===== src/rtl/regset_sequencer.sv =====
`default_nettype none
// ============================================================================
// Module   : regset_sequencer
// Purpose  : Micro-sequencer for the two-register set (r_0/r_1). Accepts one
//            register-transfer command at a time over valid/ready and expands
//            it into cycle-exact active-low strobes for the register set, the
//            external bus driver, the ALU-result bus driver and the external
//            capture strobe.
// Ports    : i_clk, i_reset          clock, synchronous active-high reset
//            i_cmdValid/o_cmdReady   command handshake
//            i_cmdOp/Src/Dst         command fields (op 0 NOP,1 LOAD,2 READ,
//                                    3 MOV,4 ALU,5-7 illegal)
//            o_ctrlReg*NWE           per-register write enables (active low)
//            o_ctrlReg*BusNOE        per-register bus drive (active low)
//            o_ctrlAluSel            ALU operand select
//            o_extBusNOE/o_aluBusNOE external / ALU bus drivers (active low)
//            o_extCapture            external sink samples bus
//            o_done/o_error          completion / illegal-command pulses
// Revision : 1.0  initial release
// ============================================================================
module regset_sequencer #(
   parameter int BUS_SETTLE  = 1,
   parameter int ALU_LATENCY = 1
) (
   input  logic       i_clk,
   input  logic       i_reset,
   input  logic       i_cmdValid,
   output logic       o_cmdReady,
   input  logic [2:0] i_cmdOp,
   input  logic       i_cmdSrc,
   input  logic       i_cmdDst,
   output logic       o_ctrlReg0NWE,
   output logic       o_ctrlReg1NWE,
   output logic       o_ctrlAluSel,
   output logic       o_ctrlReg0BusNOE,
   output logic       o_ctrlReg1BusNOE,
   output logic       o_extBusNOE,
   output logic       o_aluBusNOE,
   output logic       o_extCapture,
   output logic       o_done,
   output logic       o_error
);

   localparam logic [2:0] OP_NOP  = 3'd0;
   localparam logic [2:0] OP_LOAD = 3'd1;
   localparam logic [2:0] OP_READ = 3'd2;
   localparam logic [2:0] OP_MOV  = 3'd3;
   localparam logic [2:0] OP_ALU  = 3'd4;

   localparam logic [2:0] BS_CNT = 3'(BUS_SETTLE);
   localparam logic [2:0] AL_CNT = 3'(ALU_LATENCY);

   typedef enum logic [2:0] {
      S_IDLE     = 3'd0,
      S_ALU_WAIT = 3'd1,
      S_DRIVE    = 3'd2,
      S_XFER     = 3'd3,
      S_DONE     = 3'd4
   } state_t;

   state_t     state, state_n;
   logic [2:0] op_q, op_n;
   logic       src_q, src_n;
   logic       dst_q, dst_n;
   logic       err_q, err_n;
   logic [2:0] cnt, cnt_n;
   logic       alu_sel_n;
   logic       accept;

   // next-cycle strobe values, decoded from the next state and command
   logic       drive_n, reg_drv_n, wr_n;
   logic       reg0_noe_n, reg1_noe_n, ext_noe_n, alu_noe_n;
   logic       reg0_nwe_n, reg1_nwe_n, cap_n, done_n, error_n;

   assign o_cmdReady = (state == S_IDLE) && !i_reset;
   assign accept     = i_cmdValid && o_cmdReady;

   always_comb begin
      state_n   = state;
      op_n      = op_q;
      src_n     = src_q;
      dst_n     = dst_q;
      err_n     = err_q;
      cnt_n     = cnt;
      alu_sel_n = o_ctrlAluSel;
      case (state)
         S_IDLE: begin
            if (accept) begin
               op_n  = i_cmdOp;
               src_n = i_cmdSrc;
               dst_n = i_cmdDst;
               // a register-to-register op onto itself is rejected like an illegal op
               err_n = (i_cmdOp > OP_ALU) ||
                       (((i_cmdOp == OP_MOV) || (i_cmdOp == OP_ALU)) && (i_cmdSrc == i_cmdDst));
               if (err_n || (i_cmdOp == OP_NOP)) begin
                  state_n = S_DONE;
               end else begin
                  if (i_cmdOp == OP_ALU) begin
                     alu_sel_n = i_cmdSrc;
                  end
                  if ((i_cmdOp == OP_ALU) && (AL_CNT != 3'd0)) begin
                     state_n = S_ALU_WAIT;
                     cnt_n   = AL_CNT;
                  end else if (BS_CNT != 3'd0) begin
                     state_n = S_DRIVE;
                     cnt_n   = BS_CNT;
                  end else begin
                     state_n = S_XFER;
                  end
               end
            end
         end
         S_ALU_WAIT: begin
            if (cnt <= 3'd1) begin
               if (BS_CNT != 3'd0) begin
                  state_n = S_DRIVE;
                  cnt_n   = BS_CNT;
               end else begin
                  state_n = S_XFER;
                  cnt_n   = 3'd0;
               end
            end else begin
               cnt_n = cnt - 3'd1;
            end
         end
         S_DRIVE: begin
            if (cnt <= 3'd1) begin
               state_n = S_XFER;
               cnt_n   = 3'd0;
            end else begin
               cnt_n = cnt - 3'd1;
            end
         end
         S_XFER:  state_n = S_DONE;
         S_DONE:  state_n = S_IDLE;
         default: state_n = S_IDLE;
      endcase
   end

   always_comb begin
      drive_n    = (state_n == S_DRIVE) || (state_n == S_XFER);
      reg_drv_n  = drive_n && ((op_n == OP_READ) || (op_n == OP_MOV));
      reg0_noe_n = !(reg_drv_n && !src_n);
      reg1_noe_n = !(reg_drv_n && src_n);
      ext_noe_n  = !(drive_n && (op_n == OP_LOAD));
      alu_noe_n  = !(drive_n && (op_n == OP_ALU));
      wr_n       = (state_n == S_XFER) &&
                   ((op_n == OP_LOAD) || (op_n == OP_MOV) || (op_n == OP_ALU));
      reg0_nwe_n = !(wr_n && !dst_n);
      reg1_nwe_n = !(wr_n && dst_n);
      cap_n      = (state_n == S_XFER) && (op_n == OP_READ);
      done_n     = (state_n == S_DONE);
      error_n    = done_n && err_n;
   end

   always_ff @(posedge i_clk) begin
      if (i_reset) begin
         state            <= S_IDLE;
         op_q             <= OP_NOP;
         src_q            <= 1'b0;
         dst_q            <= 1'b0;
         err_q            <= 1'b0;
         cnt              <= 3'd0;
         o_ctrlAluSel     <= 1'b0;
         o_ctrlReg0NWE    <= 1'b1;
         o_ctrlReg1NWE    <= 1'b1;
         o_ctrlReg0BusNOE <= 1'b1;
         o_ctrlReg1BusNOE <= 1'b1;
         o_extBusNOE      <= 1'b1;
         o_aluBusNOE      <= 1'b1;
         o_extCapture     <= 1'b0;
         o_done           <= 1'b0;
         o_error          <= 1'b0;
      end else begin
         state            <= state_n;
         op_q             <= op_n;
         src_q            <= src_n;
         dst_q            <= dst_n;
         err_q            <= err_n;
         cnt              <= cnt_n;
         o_ctrlAluSel     <= alu_sel_n;
         o_ctrlReg0NWE    <= reg0_nwe_n;
         o_ctrlReg1NWE    <= reg1_nwe_n;
         o_ctrlReg0BusNOE <= reg0_noe_n;
         o_ctrlReg1BusNOE <= reg1_noe_n;
         o_extBusNOE      <= ext_noe_n;
         o_aluBusNOE      <= alu_noe_n;
         o_extCapture     <= cap_n;
         o_done           <= done_n;
         o_error          <= error_n;
      end
   end

endmodule
`default_nettype wire


===== config.mk =====
export PLATFORM = sky130hd
export DESIGN_NAME = regset_sequencer
export DESIGN_NICKNAME = d
export VERILOG_FILES = /design/src/rtl/regset_sequencer.sv
export SDC_FILE = /design/constraint.sdc
export NUM_CORES = 1
export LEC_CHECK = 0
export ABC_AREA = 1
export BUFFER_PORTS_ARGS = -buffer_cell sky130_fd_sc_hd__clkbuf_2
export CAP_MARGIN = 20
export CORE_MARGIN = 5
export CORE_UTILIZATION = 45
export CTS_CLUSTER_SIZE = 12
export DETAILED_ROUTE_END_ITERATION = 12
export GPL_ROUTABILITY_DRIVEN = 0
export HOLD_SLACK_MARGIN = 0.06
export PLACE_DENSITY = 0.66
export SKIP_CTS_REPAIR_TIMING = 1
export SLEW_MARGIN = 0
export SYNTH_ARGS = -nofsm -noshare
export SYNTH_HDL_FRONTEND = slang
export SYNTH_SLANG_ARGS = --single-unit

===== constraint.sdc =====
create_clock -name i_clk -period 1.72 [get_ports i_clk]
set_input_delay 0.172 -clock i_clk [delete_from_list [all_inputs] [get_ports i_clk]]
set_output_delay 0.172 -clock i_clk [all_outputs]
set_load 0.01 [all_outputs]

==> impl_metrics.tcl <==
set metrics [dict create \
    drive_gt1_share_pct 22.1 \
    io_buffers 18 \
    critPathCaptureType "register" \
    pwr-share-seq_pct 53.3 \
    p_leak_nw 0.576 \
    avgSynthCellArea_um2 7.43 \
    grt_max_degree 13 \
    p_int_mw 0.734 \
    nets 164 \
    fp.dieH_um 56.9 \
    die_w_um 56.9 \
    timing.final.crit_share_pct 88.6 \
    use_met2_pct 15.8 \
    antenna_left 0 \
    path_class "register to register" \
    power_mw 1.03 \
    max_slew.worst_pin.slew_ns 0.340 \
    setup-tns-final_ns 0 \
    synth.area.top_cells "dfxtp_1, nand2_1, inv_1" \
    vias 860 \
    hold_viol_final 0 \
    htreeDepth 1 \
    numCtsBuffers 3 \
    skew_ns 0.00720 \
    critical_path.startpoint_type "register" \
    synth_area_um2 988 \
    ys_seq_area_share_pct 44.6 \
    yosys_warnings 0 \
    viasPerCell 4.73 \
    async_reset_ff_share_pct 0 \
    clk_path_buf_depth 2 \
    synth.top_cell.area_share_pct 44.6 \
    synth_top_cell_by_area "dfxtp_1" \
    synth_flop_cell "dfxtp_1" \
    dpl_cell_area_um2 1110 \
    busiest_layer "met1" \
    p_sw_mw 0.297 \
    stdcell_area_um2 1140 \
    max_cap_viol_count 0 \
    syn_nets 142 \
    rsz0062_at_grt "false" \
    cts_root_buffer "clkbuf_4" \
    grt_pass1_wl_um 3040 \
    critPathArrivalTime_ns 1.72 \
    holdPathStages 3 \
    worst_skew_pair.late_latency_ns 0.31 \
    grt_antenna_before_repair 0 \
    hold-worst-slack_ns 0.169 \
    setup_violations 0 \
    clk_pin_slew_ns 0.12 \
    first_pass_iters 4 \
    initial_core_util_pct 46.0 \
    syn2layout_area_growth_pct 15.6 \
    drt-initial-drc-count 35 \
    hp-start "i_reset" \
    track_usage_pct 12.0 \
    overflow 0 \
    worstPathCellList "nor2_2, nand3_2, nor2_4, nand2_1, nand2_2, nand3_1, nand2_1, nand3_1" \
    worst_slack_ns 0.195 \
    synth_edf_count 0 \
    dieArea_um2 3230 \
    max_stage_delay_ns 0.37 \
    irDropWorstVdd_mv 0.509 \
    status "finished, final reports clean" \
    p_clk_share_pct 27.8 \
    hold_path.class "input port to register" \
    cts_tree "done" \
    max_freq_mhz 656 \
    pre_cts_ws_ns 0.255 \
    io_pins 19 \
    slew_headroom_pct 77.3 \
    layout.cells.non_filler 182 \
    r2r_start "state[2]" \
    synth_cells 133 \
    synth_most_common_cell "nand2_1" \
    coreArea_um2 2150 \
    rows 17 \
    finalWirelength_um 1920 \
    dp.cells 178 \
    dp_hpwl_um 1470 \
    crit_path_top_delay_cell "dfxtp_1" \
    slew_violations 0 \
    ys_seq_elements 22 \
    ys_types 28 \
    grt_pass1_vias 727 \
    avgRoutedWirePerCell_um 10.5 \
    ff2ff_path_depth 8 \
    crit_start "state[2]" \
    drc 0 \
    diodes 0 \
    p_comb_share_pct 18.9 \
    path_max_fanout 11 \
    powerDensity_nw_per_um2 902 \
    use_met1_pct 17.7 \
    final_util_pct 53.2 \
    use_met3_pct 2.99 \
    cts_sinks 22 \
    switching_share_pct 28.8 \
    worstPathRequired_ns 1.92 \
    yosys-top-cells-count "nand2_1, dfxtp_1, inv_1" \
    final.min_clock_period_ns 1.52 \
]
-- final timing paths --
| path | to | slack, ns |
|---|---|---|
| worst min register to register | o_ctrlAluSel | 0.48 |
| worst min-delay path | o_aluBusNOE | 0.17 |
| worst max register to register | o_ctrlReg1NWE | 0.20 |
| worst max-delay path | o_ctrlReg1NWE | 0.20 |
-- flip-flops by register name, indices dropped and copies added, names as in the netlist --
register,flops
o_ctrlReg1BusNOE,1
o_ctrlAluSel,1
o_extCapture,1
o_ctrlReg0BusNOE,1
o_error,1
o_extBusNOE,1
o_ctrlReg0NWE,1
o_aluBusNOE,1
o_done,1
err_q,1
op_q,3
src_q,1
state,3
dst_q,1
cnt,3
o_ctrlReg1NWE,1
-- placed cells by master, fill, tap and decap left out, types with 2 or more instances in the layout --
| cell type | n |
|---|---|
| nand2_1 | 33 |
| dfxtp_1 | 22 |
| inv_1 | 19 |
| clkbuf_2 | 18 |
| nor2_1 | 12 |
| nand3_1 | 11 |
| a21oi_1 | 6 |
| o21ai_0 | 3 |
| clkbuf_4 | 3 |
| inv_2 | 2 |
| o21ai_1 | 2 |
| and2_1 | 2 |
| nand4_1 | 2 |
| nand3b_1 | 2 |
| or2_2 | 2 |
-- power groups by stage --
stage / combinational, mW / clock (mW) / sequential (mW)
2_1_floorplan: 0.146 / 0 / 0.559
3_3_place_gp: 0.192 / 0 / 0.559
3_5_place_dp: 0.194 / 0 / 0.559
4_1_cts: 0.194 / 0.293 / 0.548
5_1_grt: 0.221 / 0.317 / 0.551
6_report: 0.195 / 0.286 / 0.549
-- worst max-delay path, delay by kind of cell, from the launching register on --
family	cells	cell delay (ns)
DFF	1	0.37
and+or+nand+nor	8	1.05
-- kinds of logic (layout without fill, tap and decap cells) --
logic type      after synthesis  in the layout  share of synthesized area, %
compound gates               15             15                          8.99
fa+ha+maj                     1              1                          1.27
buf+inv                      23             44                          9.49
flops                        22             22                          44.6
simple gates                 72             72                          35.7
-- routing by layer --
| layer | share of wire (%) | up-vias |
|---|---|---|
| li1 | - | 464 |
| met1 | 51 | 373 |
| met2 | 42 | 21 |
| met3 | 5.6 | 2 |
| met4 | 1.1 | 0 |
| met5 | 0 | - |
-- final cells by class --
type	count	area [um^2]
Inverter	21	78.8
Fill cell	202	1010
Timing Repair Buffer	19	97.6
Multi-Input combinational cell	88	454
Sequential cell	22	440
Clock buffer	4	36.3
Tap cell	28	35.0
No activity file was read; power rests on OpenSTA's default activity.
